<file path="src/rtl/sa_tile_sched.sv">
// sa_tile_sched -- sequencer for one N x N systolic-array tile.
//
// Accepts a tile command (reduction length K plus A/B operand base addresses),
// issues K paired reads to the A/B operand buffers, drives feed valid into the
// skew chains one cycle after each read (buffer read latency = 1), pulses the
// PE accumulator clear on the first feed beat, waits for the array to drain and
// then pulses done for one cycle.
//
// Optional feature: define SA_SCHED_PERF_EN to build the busy/stall
// performance counters; otherwise perf_busy/perf_stall are tied to zero.
//
// Ports:
//   clk, rst_n               clock, asynchronous active-low reset
//   cmd_vld/cmd_rdy          tile command handshake (rdy only when idle)
//   cmd_k, cmd_a_base/b_base reduction length and operand base addresses
//   stall                    pause read issue while feeding
//   rd_en, rd_a_addr/b_addr  operand buffer read strobe and addresses
//   feed_vld, acc_clr        skew-chain valid and first-beat accumulator clear
//   busy, done               not idle / one-cycle tile-complete pulse
//   perf_busy, perf_stall    saturating busy and stalled-feed cycle counters
module sa_tile_sched #(
    parameter int N      = 4,
    parameter int K_W    = 8,
    parameter int ADDR_W = 8,
    parameter int PE_LAT = 1
) (
    input  logic              clk,
    input  logic              rst_n,
    input  logic              cmd_vld,
    output logic              cmd_rdy,
    input  logic [K_W-1:0]    cmd_k,
    input  logic [ADDR_W-1:0] cmd_a_base,
    input  logic [ADDR_W-1:0] cmd_b_base,
    input  logic              stall,
    output logic              rd_en,
    output logic [ADDR_W-1:0] rd_a_addr,
    output logic [ADDR_W-1:0] rd_b_addr,
    output logic              feed_vld,
    output logic              acc_clr,
    output logic              busy,
    output logic              done,
    output logic [31:0]       perf_busy,
    output logic [31:0]       perf_stall
);

    // done lands DRAIN_CYC cycles after the last read: DRAIN_CYC-1 cycles in
    // DRAIN followed by the DONE cycle, so the counter is loaded with
    // DRAIN_CYC-2 and DRAIN is skipped entirely when DRAIN_CYC is 1.
    localparam int DRAIN_CYC  = 2 * (N - 1) + PE_LAT + 1;
    localparam int DCNT_W     = $clog2(DRAIN_CYC + 1);
    localparam int DRAIN_LOAD = (DRAIN_CYC >= 2) ? (DRAIN_CYC - 2) : 0;
    localparam bit HAS_DRAIN  = (DRAIN_CYC >= 2);

    typedef enum logic [1:0] {
        IDLE  = 2'd0,
        FEED  = 2'd1,
        DRAIN = 2'd2,
        DONE  = 2'd3
    } state_t;

    state_t            state, state_nxt;
    logic [K_W-1:0]    beats_left;
    logic [DCNT_W-1:0] drain_cnt;
    logic              first_beat;
    logic              vld_p1;
    logic              accept;

    assign accept = cmd_vld & cmd_rdy;

    always_ff @(posedge clk or negedge rst_n) begin
        if (!rst_n) begin
            state <= IDLE;
        end else begin
            state <= state_nxt;
        end
    end

    always_comb begin
        state_nxt = state;
        rd_en     = 1'b0;
        cmd_rdy   = 1'b0;
        busy      = 1'b1;
        done      = 1'b0;
        case (state)
            IDLE: begin
                cmd_rdy = 1'b1;
                busy    = 1'b0;
                if (cmd_vld) begin
                    state_nxt = (cmd_k == '0) ? DONE : FEED;
                end
            end
            FEED: begin
                rd_en = ~stall;
                if (!stall && beats_left == K_W'(1)) begin
                    state_nxt = HAS_DRAIN ? DRAIN : DONE;
                end
            end
            DRAIN: begin
                if (drain_cnt == '0) begin
                    state_nxt = DONE;
                end
            end
            DONE: begin
                done      = 1'b1;
                state_nxt = IDLE;
            end
            default: state_nxt = IDLE;
        endcase
    end

    // Stage p0: read issue -- command latch, address post-increment, beat count
    always_ff @(posedge clk or negedge rst_n) begin
        if (!rst_n) begin
            beats_left <= '0;
            rd_a_addr  <= '0;
            rd_b_addr  <= '0;
            drain_cnt  <= '0;
        end else begin
            if (accept) begin
                beats_left <= cmd_k;
                rd_a_addr  <= cmd_a_base;
                rd_b_addr  <= cmd_b_base;
            end else if (rd_en) begin
                beats_left <= beats_left - K_W'(1);
                rd_a_addr  <= rd_a_addr + ADDR_W'(1);
                rd_b_addr  <= rd_b_addr + ADDR_W'(1);
            end
            if (state == FEED && state_nxt == DRAIN) begin
                drain_cnt <= DCNT_W'(DRAIN_LOAD);
            end else if (state == DRAIN && drain_cnt != '0) begin
                drain_cnt <= drain_cnt - DCNT_W'(1);
            end
        end
    end

    // Stage p1: buffer data valid -- feed valid and first-beat accumulator clear
    always_ff @(posedge clk or negedge rst_n) begin
        if (!rst_n) begin
            vld_p1     <= 1'b0;
            first_beat <= 1'b0;
        end else begin
            vld_p1 <= rd_en;
            if (accept) begin
                first_beat <= (cmd_k != '0);
            end else if (vld_p1) begin
                first_beat <= 1'b0;
            end
        end
    end

    assign feed_vld = vld_p1;
    assign acc_clr  = vld_p1 & first_beat;

`ifdef SA_SCHED_PERF_EN
    always_ff @(posedge clk or negedge rst_n) begin
        if (!rst_n) begin
            perf_busy  <= '0;
            perf_stall <= '0;
        end else begin
            if (busy && perf_busy != 32'hFFFF_FFFF) begin
                perf_busy <= perf_busy + 32'd1;
            end
            if (state == FEED && stall && perf_stall != 32'hFFFF_FFFF) begin
                perf_stall <= perf_stall + 32'd1;
            end
        end
    end
`else
    assign perf_busy  = 32'd0;
    assign perf_stall = 32'd0;
`endif

endmodule

</file>
<file path="config.mk">
export PLATFORM = sky130hd
export DESIGN_NAME = sa_tile_sched
export DESIGN_NICKNAME = d
export VERILOG_FILES = /design/src/rtl/sa_tile_sched.sv
export SDC_FILE = /design/constraint.sdc
export NUM_CORES = 1
export LEC_CHECK = 0
export ABC_CLOCK_PERIOD_IN_PS = 3400
export CORE_MARGIN = 1.5
export CORE_UTILIZATION = 40
export CTS_CLUSTER_DIAMETER = 30
export DETAILED_ROUTE_END_ITERATION = 6
export HOLD_SLACK_MARGIN = 0.08
export PLACE_DENSITY = 0.78
export SYNTH_ARGS = -nofsm -noshare
export SYNTH_HDL_FRONTEND = slang
export SYNTH_SLANG_ARGS = --single-unit
</file>
<file path="constraint.sdc">
create_clock -name clk -period 3.4 [get_ports clk]
set_input_delay 0.68 -clock clk [delete_from_list [all_inputs] [get_ports clk]]
set_output_delay 0.68 -clock clk [all_outputs]
set_load 0.05 [all_outputs]
</file>
# Yosys cells after proc, flatten, opt, wreduce, memory -nomap -nowiden
# Cells that the tools add are included.
[op_classes] n_addsub=4 n_eq_ne=5 muxes=19 bitwise=3 reduce_logical=12
[ops] cell="2-to-1 mux 8 bit" n=6
[ops] cell="adder 8 x 1 -> 8 bit (second input constant)" n=2
[ops] cell="equality test 8 x 1 -> 1 bit (second input constant)" n=1
[ops] cell="logical NOT 8 bit" n=1
[ops] cell="2-to-1 mux 2 bit" n=4
[ops] cell="2-to-1 mux 4 bit" n=2
[ops] cell="case mux 2 bit (4 select lines)" n=1
[ops] cell="nonzero test 8 bit" n=1
[ops] cell="subtractor 8 x 1 -> 8 bit (second input constant)" n=1
[ops] cell="equality test 2 bit (second input constant)" n=3
[ops] cell="2-to-1 mux 1 bit" n=6
[ops] cell="nonzero test 2 bit" n=3
[ops] cell="logical NOT 4 bit" n=1
[ops] cell="nonzero test 4 bit" n=1
[ops] cell="subtractor 4 x 1 -> 4 bit (second input constant)" n=1
[ops] cell="logical AND 1 bit" n=3
[ops] cell="bitwise AND 1 bit" n=2
[ops] cell="equality test 2 x 1 -> 1 bit (second input constant)" n=1
[ops] cell="logical NOT 2 bit" n=1
[ops] cell="logical NOT 1 bit" n=1
[ops] cell="inverter 1 bit" n=1
[word_totals] ff_bits=32 input_bits=28 out_inout_bits=86

# Logic depth before layout (Yosys ltp)
[logic_depth] depth_word=7 ltp_mapped=7 mapped_depth_nobuf=6

# Worst setup path after synthesis
# OpenSTA, ideal clock, no wires.
[synth_timing] path_kind="input port to output port" from="input stall" to="output rd_en" arrival_ns=1.518 t_required_ns=2.720 setup_slack_ns=1.202 cell_stages=3 cell_sequence="or3b_1 inv_1 buf_2"
[synth_via] elab_chain_cells=2
[synth_lines] element="start: declaration" line="34" text="input logic stall,"
[synth_lines] element="inverter 1 bit" line="93" text="rd_en = ~stall;"
[synth_lines] element="2-to-1 mux 1 bit" line="84" text="case (state)"
[synth_lines] element="end: declaration" line="35" text="output logic rd_en,"
# Every way passes these cells.

# Worst setup path after layout
# Same ends and word-level chain as after synthesis.

==> impl_results.md <==
- Die Y-Extent: 77.9 um
- Cts hold-fix bufs: 0
- Synth warn: 0
- Synth top area share: 0.357
- Leakage power: 1.20 nW
- EDFF count, synth: 0
- Async SR Flop Fraction: 1.00
- Placeable core area: 0.00547 mm^2
- Distinct cells, synth: 45
- Post-Synthesis Cells: 252
- Diodes inserted: 0
- Cell Pwr Density: 871 mW/mm^2
- Vias per cell: 4.90
- RSZ-0062 raised after global routing: false
- First-pass GRT wire length: 7730 um
- Met3 wire length: 376 um
- Clock transition at path regs: 0.07 ns
- Synth top cells by count: buf_4 (65), dfrtp_1 (32), nand2_1 (29)
- CP Class: input port to output pin
- M1 WL: 1930 um
- Die Width: 77.9 um
- Hold Crit Class: register to register
- Root buffer cell: clkbuf_8
- # rows: 27
- Clock latency on the worst-skew pair: 0.29 ns
- Die ar.: 0.00607 mm^2
- Iteration-0 DRC Markers: 126
- Register bit total from synthesis: 32
- Peak Freq: 354 MHz
- Max-cap violations: 0
- Final GP Congestion: 0.777
- Status: complete, no violations
- Synth area leader: dfrtp_1
- Peak VDD IR: 344 uV
- Worst EP arrival: 2.14 ns
- Post-route cell area: 0.00269 mm^2
- Primary FF master, synth: dfrtp_1
- Critical Path Fanout Max: 16
- Final count of hold timing violations: 0
- Seq/Total Area, Yosys: 0.357
- Post-DP HPWL: 3380 um
- Share of cells above drive strength 1: 0.0795
- Total number of vias: 1833
- Total Nets Final: 334
- Starting Density: 0.410
- Synthesized area per cell: 8.90 um^2
- Setup crit start kind: input port
- Vias in the first global route: 1604
- Num CTS Buffers: 5
- Clk sinks: 32
- Synthesized area: 0.00224 mm^2
- Grt total ovfl: 0
- Layout overhead on the synthesized area: 19.7%
- Period utilization: 0.830
- DR top layer: met4
- Drt pass-1 iters: 4
- Final-report max-slew violation count: 0
- Synth area leaders: dfrtp_1 (36%), buf_4 (22%), a221o_1 (5.8%)
- Setup bufs post-CTS: 0
- CTS H-tree depth: 2
- Overall Global Routing Usage: 0.162
- Max_slew headroom: 0.630
- Post-DR wirelength/cell: 12.7 um
- Post-Place Cell Area: 0.00257 mm^2
- # IOs: 114
- Routed WL: 4760 um
- CTS max path bufs: 2
- WP data required: 2.72 ns
- Largest net degree at the start of global routing: 33
- Transition time of the tightest slew-check pin: 0.554 ns
- Setup Skew: 0.00501 ns
- CTS tree: built
- Antenna Nets Post-Route: 0
- Final setup violation count: 0
- Met2 wire len: 2380 um
- DRC viols: 0
- Min cycle time layout: 2.82 ns
- IO Port Bufs: 49
- Initial antenna violation count: 0
- Most numerous cell in the Yosys netlist: buf_4
- Setup TNS: 0 ns
- Critical path endpoint category: output pin
- Post-CTS Resized: 0
## final timing paths
kind | to | slack, ns | from | cells after the start
min reg2reg | first_beat | 0.51 | first_beat | 2
max reg2reg | beats_left[5] | 1.20 | state[1] | 5
min in group asynchronous | beats_left[4] | 0.80 | rst_n | 2
min | first_beat | 0.51 | first_beat | 2
max | rd_en | 0.58 | stall | 4
max in group asynchronous | rd_a_addr[5] | 2.30 | rst_n | 2
## critical path, cell delays in order
cell and delay (ns):
clkdlybuf4s50_1 0.44, or3b_1 0.38, inv_1 0.43, buf_12 0.21
## power by group
part | switching [mW] | internal [mW]
Sequential | 0.166 | 0.536
Clock | 0.153 | 0.217
Combinational | 0.831 | 0.435
## flip-flops by register name, indices dropped and copies added (netlist names)
signal	count
drain_cnt	4
rd_a_addr	8
state	2
rd_b_addr	8
beats_left	8
first_beat	1
feed_vld	1
## kinds of logic after synthesis
| group | share of synthesized area |
|---|---|
| AO/OA/AOI/OAI | 0.154 |
| XOR/XNOR | 0.0117 |
| adder cells (fa/ha/maj) | 0.0279 |
| buffers and inverters | 0.243 |
| flip-flops | 0.357 |
| multiplexers | 0.00446 |
| other | 0.00167 |
| AND/OR/NAND/NOR | 0.200 |
## final cells by class
class | instances | area [um^2]
tap | 72 | 90.1
clock buffer | 5 | 68.8
sequential | 32 | 801
inverter | 6 | 22.5
timing repair buffer | 52 | 523
fill | 540 | 2790
multi-input combinational | 204 | 1140
clock inverter | 3 | 42.5
## per-layer routing
layer	vias up	track usage
met5	-	0
met4	0	0.0554
met3	7	0.0471
met2	85	0.277
met1	881	0.193
li1	860	-
## stage by stage
step	util	power, mW	setup WS, ns	hold slack [ns]	instances
2_1_floorplan	-	1.65	1.20	0.384	315
3_3_place_gp	0.471	1.93	0.619	0.490	366
3_5_place_dp	0.471	1.97	0.589	0.494	366
4_1_cts	0.491	2.34	0.589	0.514	374
5_1_grt	0.491	2.48	0.517	0.551	374
6_report	0.491	2.34	0.579	0.512	374
## placed cells by master, fill, tap and decap left out, drive strengths merged, types with 2 or more instances in the layout
cell	instances
or2	2
nand2b	2
o311ai	3
a21o	2
nor2b	2
o211ai	4
a31oi	2
inv	6
and2	2
nor4	5
or3b	2
nand2	29
nor3	7
dfrtp	32
o21ai	15
clkdlybuf4s50	48
a21oi	4
nand3	5
or4	3
a221o	14
clkbuf	5
ha	5
nor3b	4
buf	4
xnor2	3
and3	2
or3	2
conb	64
nor2	14
Note: power is estimated with default switching activity, not from simulation.
